--- src/rtl/button_conditioner_if.sv ---
// Player-control bundle between the board pins/CPU side and the
// button conditioner: raw active-low pins in, conditioned levels out.
interface button_conditioner_if;
    logic       btn_left_n;
    logic       btn_right_n;
    logic       btn_fire_n;
    logic       fire_ack;
    logic       move_left;
    logic       move_right;
    logic       fire_pulse;
    logic       fire_req;
    logic [2:0] btn_state;

    modport master (
        output btn_left_n,
        output btn_right_n,
        output btn_fire_n,
        output fire_ack,
        input  move_left,
        input  move_right,
        input  fire_pulse,
        input  fire_req,
        input  btn_state
    );

    modport slave (
        input  btn_left_n,
        input  btn_right_n,
        input  btn_fire_n,
        input  fire_ack,
        output move_left,
        output move_right,
        output fire_pulse,
        output fire_req,
        output btn_state
    );
endinterface

--- src/rtl/button_conditioner.sv ---
// Synchronizes, debounces and conflict-resolves the left/right/fire pins,
// and turns fire presses into a rate-limited pulse plus a sticky request.
module button_conditioner #(
    parameter int DB_CYCLES       = 1000,
    parameter int COOLDOWN_CYCLES = 5000,
    parameter int CNT_W           = 20
) (
    input  logic                 clk,
    input  logic                 reset,
    button_conditioner_if.slave  bus
);

    localparam logic [CNT_W-1:0] DB_LAST = CNT_W'(DB_CYCLES - 1);
    // Loading one less makes a rise at exactly p+COOLDOWN_CYCLES legal.
    localparam logic [CNT_W-1:0] CD_LOAD =
        (COOLDOWN_CYCLES > 0) ? CNT_W'(COOLDOWN_CYCLES - 1) : '0;

    logic [2:0]            sync1_q;
    logic [2:0]            sync2_q;
    logic [2:0]            syncd;
    logic [2:0]            s_q;
    logic [2:0]            s_d;
    logic [2:0][CNT_W-1:0] c_q;
    logic [2:0][CNT_W-1:0] c_d;
    logic                  sf_dly_q;
    logic [CNT_W-1:0]      cd_q;
    logic [CNT_W-1:0]      cd_d;
    logic                  rise;
    logic                  accept;
    logic                  req_d;

    logic                  move_left_q;
    logic                  move_right_q;
    logic                  fire_pulse_q;
    logic                  fire_req_q;
    logic [2:0]            btn_state_q;

    assign syncd = ~sync2_q;

    always_comb begin
        s_d = s_q;
        c_d = c_q;
        for (int i = 0; i < 3; i++) begin
            if (syncd[i] == s_q[i]) begin
                c_d[i] = '0;
            end else if (c_q[i] == DB_LAST) begin
                s_d[i] = syncd[i];
                c_d[i] = '0;
            end else begin
                c_d[i] = c_q[i] + 1'b1;
            end
        end
    end

    assign rise   = s_q[2] & ~sf_dly_q;
    assign accept = rise && (cd_q == '0);

    always_comb begin
        if (accept) begin
            cd_d = CD_LOAD;
        end else if (cd_q != '0) begin
            cd_d = cd_q - 1'b1;
        end else begin
            cd_d = '0;
        end
    end

    // Set beats a coincident acknowledge.
    assign req_d = accept | (fire_req_q & ~bus.fire_ack);

    always_ff @(posedge clk) begin
        if (reset) begin
            sync1_q      <= 3'b111;
            sync2_q      <= 3'b111;
            s_q          <= '0;
            c_q          <= '0;
            sf_dly_q     <= 1'b0;
            cd_q         <= '0;
            move_left_q  <= 1'b0;
            move_right_q <= 1'b0;
            fire_pulse_q <= 1'b0;
            fire_req_q   <= 1'b0;
            btn_state_q  <= '0;
        end else begin
            sync1_q      <= {bus.btn_fire_n, bus.btn_right_n, bus.btn_left_n};
            sync2_q      <= sync1_q;
            s_q          <= s_d;
            c_q          <= c_d;
            sf_dly_q     <= s_q[2];
            cd_q         <= cd_d;
            move_left_q  <= s_q[0] & ~s_q[1];
            move_right_q <= s_q[1] & ~s_q[0];
            fire_pulse_q <= accept;
            fire_req_q   <= req_d;
            btn_state_q  <= s_q;
        end
    end

    assign bus.move_left  = move_left_q;
    assign bus.move_right = move_right_q;
    assign bus.fire_pulse = fire_pulse_q;
    assign bus.fire_req   = fire_req_q;
    assign bus.btn_state  = btn_state_q;

endmodule

--- src/flat_wrapper.sv ---
// flat-port wrapper written by rule: the top's interface ports become plain ports
module button_conditioner_flat 
#(
    parameter int DB_CYCLES       = 1000,
    parameter int COOLDOWN_CYCLES = 5000,
    parameter int CNT_W           = 20
)
  (clk, reset, bus_btn_left_n, bus_btn_right_n, bus_btn_fire_n, bus_fire_ack, bus_move_left, bus_move_right, bus_fire_pulse, bus_fire_req, bus_btn_state);
  button_conditioner_if bus_i ();
  input  logic clk;
  input  logic reset;
  input wire logic [$bits(bus_i.btn_left_n)-1:0] bus_btn_left_n;
  input wire logic [$bits(bus_i.btn_right_n)-1:0] bus_btn_right_n;
  input wire logic [$bits(bus_i.btn_fire_n)-1:0] bus_btn_fire_n;
  input wire logic [$bits(bus_i.fire_ack)-1:0] bus_fire_ack;
  output wire logic [$bits(bus_i.move_left)-1:0] bus_move_left;
  output wire logic [$bits(bus_i.move_right)-1:0] bus_move_right;
  output wire logic [$bits(bus_i.fire_pulse)-1:0] bus_fire_pulse;
  output wire logic [$bits(bus_i.fire_req)-1:0] bus_fire_req;
  output wire logic [$bits(bus_i.btn_state)-1:0] bus_btn_state;
  assign bus_i.btn_left_n = bus_btn_left_n;
  assign bus_i.btn_right_n = bus_btn_right_n;
  assign bus_i.btn_fire_n = bus_btn_fire_n;
  assign bus_i.fire_ack = bus_fire_ack;
  assign bus_move_left = bus_i.move_left;
  assign bus_move_right = bus_i.move_right;
  assign bus_fire_pulse = bus_i.fire_pulse;
  assign bus_fire_req = bus_i.fire_req;
  assign bus_btn_state = bus_i.btn_state;
  button_conditioner #(.DB_CYCLES(DB_CYCLES), .COOLDOWN_CYCLES(COOLDOWN_CYCLES), .CNT_W(CNT_W)) u_core (.clk(clk), .reset(reset), .bus(bus_i));
endmodule
--- config.mk ---
export PLATFORM = sky130hd
export DESIGN_NAME = button_conditioner_flat
export DESIGN_NICKNAME = d
export VERILOG_FILES = /design/src/rtl/button_conditioner_if.sv /design/src/rtl/button_conditioner.sv /design/src/flat_wrapper.sv
export SDC_FILE = /design/constraint.sdc
export NUM_CORES = 1
export LEC_CHECK = 0
export CORE_ASPECT_RATIO = 1.25
export CORE_MARGIN = 1.5
export CORE_UTILIZATION = 40
export CTS_BUF_LIST = sky130_fd_sc_hd__clkbuf_16
export CTS_CLUSTER_DIAMETER = 120
export DETAILED_ROUTE_END_ITERATION = 16
export HOLD_SLACK_MARGIN = 0.12
export SYNTH_ARGS = -nofsm -noshare
export SYNTH_HDL_FRONTEND = slang
export SYNTH_SLANG_ARGS = --single-unit
--- constraint.sdc ---
create_clock -name clk -period 6.1 [get_ports clk]
set_input_delay 0.61 -clock clk [delete_from_list [all_inputs] [get_ports clk]]
set_output_delay 0.61 -clock clk [all_outputs]
set_load 0.005 [all_outputs]
# Word level (Yosys, flattened, before mapping)
# Index checks and enable logic that the tools add are counted.
# classes
add_sub_neg	4
n_eq_ne	6
mux	2
n_bitwise	14
reduce_logical	10
# ops
operator	n
20-bit by 1-bit adder with 20-bit output (second input constant)	3
20-bit by 10-bit == test with 1-bit output (second input constant)	3
13-bit two-way mux	2
20-bit logical NOT	1
20-bit nonzero test	1
20-bit by 1-bit subtractor with 20-bit output (second input constant)	1
3-bit OR reduction	4
1-bit NOT	8
2-bit AND reduction	3
1-bit AND	4
1-bit == test	3
3-bit NOT	1
1-bit logical AND	1
1-bit OR	1
# word_totals
reg_bits	97
inputBits	6
output_inout_bits	7
elab_cells	52

# Logic depth before layout (Yosys ltp)
# depth
word_depth	4
ltp_mapped	7
depth_no_buf	6

# Worst setup path after synthesis
# OpenSTA, ideal clock, no wires.
# synth_path
kind	flip-flop to flip-flop
start	reg u_core.cd_q[0]
end	reg u_core.cd_q[18]
setup_time_ps	71
t_arrival_ps	2029
required_ps	6029
path_slack_ps	4001
path_stages_with_launch	7
n_path_buf	0
period_less_slack_ps	2099
path_cell_list	dfxtp_1 > inv_1 > ha_1 > or4b_1 > or4_4 > or3_1 > a21oi_1
# synth_between
elab_chain_len	3
# synth_lines
element	line_no	rtl
from (decl)	button_conditioner.sv:26	logic [CNT_W-1:0] cd_q;
from (signal assigned)	button_conditioner.sv:78	cd_q <= '0;
from (signal assigned)	button_conditioner.sv:90	cd_q <= cd_d;
parallel branches: the longest is 3 deep, another holds 20-bit by 1-bit subtractor with 20-bit output	--	
# Parallel ways; which one is timed is not known.
# A chain may end at the register's enable or synchronous reset.

# Worst setup path in the final report
# layout_path
start	reg u_core.cd_q[0]
end	reg u_core.cd_q[8]
# layout_between
elab_chain_len	3
# layout_lines
element	line_no	rtl
20-bit by 1-bit subtractor with 20-bit output, or another cell as far along	button_conditioner.sv:62	cd_d = cd_q - 1'b1;
13-bit two-way mux / 1-bit logical AND (equally long branches)	button_conditioner.sv:61, button_conditioner.sv:56	
13-bit two-way mux (*)	button_conditioner.sv:59	if (accept) begin
# Every way passes the cells marked *; elsewhere a longest branch is shown, timed or not.

==> flow_summary_export.csv <==
group,metric,value,unit
sta,setup-tns-final,0,ns
clock_tree,cts_inserted_buffers,9,
synthesis,synth-edff-count,0,
sta,layout_worst_path_cycle_share,0.413,
layout,footprint_of_the_flip_flops_and_latches,1920,um^2
clock_tree,cts-hold-fix-buffers,0,
flow_run,cap_viol_max_count,0,
placement,place_hpwl,5330,um
worst_setup_path,timing.reg2reg.setup_slack,3.58,ns
synthesis,post_synth_num_cell_types,34,
clock_tree,cts.reportedPaths.clkPinSlew,0.07,ns
sta,timing.final.setup_violations,0,
sta,tightestPinTransition,0.794,ns
die,core,10100,um^2
worst_setup_path,path_cells,"inv_1 > ha_1 > nor4b_1 > nand4_1 > o21bai_2 > o21ai_0",
hold_path,cells_on_worst_hold_path,1,
layout,num_antenna_cells,0,
placement,place_area,4350,um^2
power_and_ir_drop,p_leak,1.49,nW
worst_setup_path,critPathKind,"flop to flop",
route,num_vias,3267,
run_status,outcome,"complete, no violations",
hold_path,hp-start,"u_core.sync1_q[2]",
layout,final_net_count,482,
die,start_util,0.410,
sta,final-max-slew-violation-count,0,
worst_setup_path,cp-end-kind,"flop",
placement,routabilityCongestion,0.753,
power_and_ir_drop,power_per_cell_area,358,nW/um^2
hold_path,hp-class,"flop to flop",
clock_tree,ctsResizeCount,0,
placement,number_of_i_o_port_buffers,12,
layout,layout.cells.non_filler,605,
clock_tree,cts_tree,"done",
worst_setup_path,start_kind,"flop",
layout,multi_input_area,2090,um^2
synthesis,synthesized_netlist_cell_count,465,
grt,grt_remaining_overflow,0,
worst_setup_path,rr_worst_depth,6,
worst_setup_path,slowest_stage,"o21bai_2",
route,routed_via_density,5.40,
die,die-width,93.8,um
layout,layout_commonest_cell,"dfxtp_1",
synthesis,synth_sequential_area_ratio,0.466,
synthesis,synth.yosys.warnings,0,
hold_path,worstHoldEndpoint,"u_core.sync2_q[2]",
placement,placed_cells,590,
synthesis,ys_seq_elements,96,
synthesis,asyncSetResetFlopFracSynth,0,
grt,largest_net_degree_at_the_start_of_global_routing,21,
synthesis,leading_register_cell_type_out_of_synthesis,"dfxtp_1",
sta,finalHoldViolCount,0,
synthesis,synthesis.area,4120,um^2
clock_tree,worstSkewPairLatency,0.34,ns
sta,achievable-frequency,397,MHz
layout,finalInstanceArea,4660,um^2
layout,fillers,998,
worst_setup_path,worstPathRequired,6.29,ns
layout,layout-drive-gt1-share,0.0609,
route,drt.antenna.violating_nets,0,
clock_tree,htree_levels,3,
die,number_of_rows_in_the_core_area,41,
clock_tree,clock-root-buffer,"clkbuf_16",
synthesis,avgSynthCellArea,8.87,um^2
route,detailedRoute.firstIterationViolations,87,
synthesis,synth_fp_nets,475,
grt,grt_first_pass_wirelength,13900,um
worst_setup_path,max_stage_delay,0.70,ns
worst_setup_path,crit_fanout,20,
die,top_level_ports,13,
sta,rsz0062_at_grt,"no",
clock_tree,clk_path_buf_depth,2,
layout,layout.cells.most_common_list,"96 x dfxtp_1, 54 x nor2_1, 30 x a21oi_1, 28 x xor2_1",
layout,area_delta_synth_final,13.1,%
route,drt-pass1-iter-count,4,
die,die-area,10900,um^2
grt,number_of_antenna_violations_at_the_first_check_in_global_routing,0,
grt,first_global_vias,3097,
die,dieHeight,117,um
worst_setup_path,cp_data_arrival_time,2.71,ns
power_and_ir_drop,worst_ir_drop_vdd,0.145,mV
sta,max-slew-margin-rel,0.470,
route,routedWlPerCell,13.0,um
clock_tree,cts.sinks,96,
grt,globalRouteTotalUtil,0.159,
worst_setup_path,worstReg2RegEnd,"u_core.cd_q[8]",
sta,final.setup_skew,0.00995,ns
sta,timing.final.crit_period,2.52,ns
clock_tree,postCtsSetupBuffers,0,
route,finalWirelength,7840,um
route,drc,0,
worst_setup_path,reg_to_reg_critical_path_startpoint,"u_core.cd_q[0]",
-- cells in the mapped netlist (7+ instances only) --
library cell | instances | area, um^2
o21ai_0 | 18 | 90.1
and3_1 | 8 | 50.1
nor3_1 | 9 | 45.0
dfxtp_1 | 96 | 1920
nand2_1 | 25 | 93.8
o31ai_1 | 19 | 143
a21oi_1 | 30 | 150
clkbuf_1 | 16 | 60.1
nor2_1 | 54 | 203
nand3_1 | 25 | 125
or4_1 | 25 | 188
inv_1 | 10 | 37.5
or3_1 | 10 | 62.6
or2_2 | 7 | 43.8
nor4_1 | 16 | 100
nand4_1 | 16 | 100
xor2_1 | 28 | 245
xnor2_1 | 20 | 175
-- sequential cells by signal, summed over array words and instances (netlist names) --
register,cells
u_core.sync1_q,3
u_core.c_q,60
u_core.bus.fire_req,1
u_core.s_q,3
u_core.sync2_q,3
u_core.bus.move_left,1
u_core.bus.fire_pulse,1
u_core.bus.btn_state,3
u_core.cd_q,20
u_core.bus.move_right,1
-- worst max-delay path, delay by kind of cell, from the launching register on --
family                   cells  cell delay, ns
adder cells (fa/ha/maj)      1            0.20
flip-flops                   1            0.34
AO/OA/AOI/OAI                2            0.89
buffers and inverters        1            0.07
AND/OR/NAND/NOR              2            0.85
-- worst max path at each step --
stage                         startpoint              end  slack (ns)  depth (start not counted)
after floorplan           u_core.cd_q[0]  u_core.cd_q[18]        4.00                          6
after global placement    u_core.cd_q[0]   u_core.cd_q[2]        3.26                          6
after detailed placement  u_core.cd_q[0]   u_core.cd_q[2]        3.13                          6
after CTS                 u_core.cd_q[0]   u_core.cd_q[8]        3.14                          6
after global routing      u_core.cd_q[0]  u_core.cd_q[12]        3.34                          6
final                     u_core.cd_q[0]   u_core.cd_q[8]        3.58                          6
-- layer usage --
metal  routed length, um  up-vias  part of all wire  GRT usage
li1                    -     1702                 -          -
met1                3850     1522              0.49      0.200
met2                3650       32              0.47      0.259
met3                 201       11             0.026     0.0423
met4                 141        0             0.018     0.0667
met5                   0        -                 0          0
-- logic make-up (layout without fill, tap and decap cells) --
kind of cell,Yosys count,count (layout),share of synthesized area
buf+inv,28,39,0.0267
compound gates,70,70,0.0992
fa+ha+maj,4,4,0.0121
xor+xnor,48,48,0.102
flops,96,96,0.466
simple gates,219,219,0.294
-- stage by stage --
step	setup slack (ns)	power [mW]	utilization	hold WS, ns
2_1_floorplan	4.00	1.03	-	0.389
3_3_place_gp	3.26	1.08	0.432	0.392
3_5_place_dp	3.13	1.09	0.432	0.395
4_1_cts	3.14	1.68	0.463	0.414
5_1_grt	3.34	1.76	0.464	0.447
6_report	3.58	1.67	0.464	0.408
-- power by group --
part           total (mW)  internal [mW]  switching [mW]
clock network       0.590          0.356           0.234
registers           0.755          0.688          0.0675
logic               0.324          0.162           0.163
-- area by class of cell --
cell class	instances	share of cell area
multi-input combinational	341	0.449
timing repair buffer	14	0.0290
clock buffer	9	0.0483
clock inverter	6	0.0183
inverter	10	0.00805
tap	129	0.0346
sequential	96	0.412
Power figures use the tool's default switching activity.
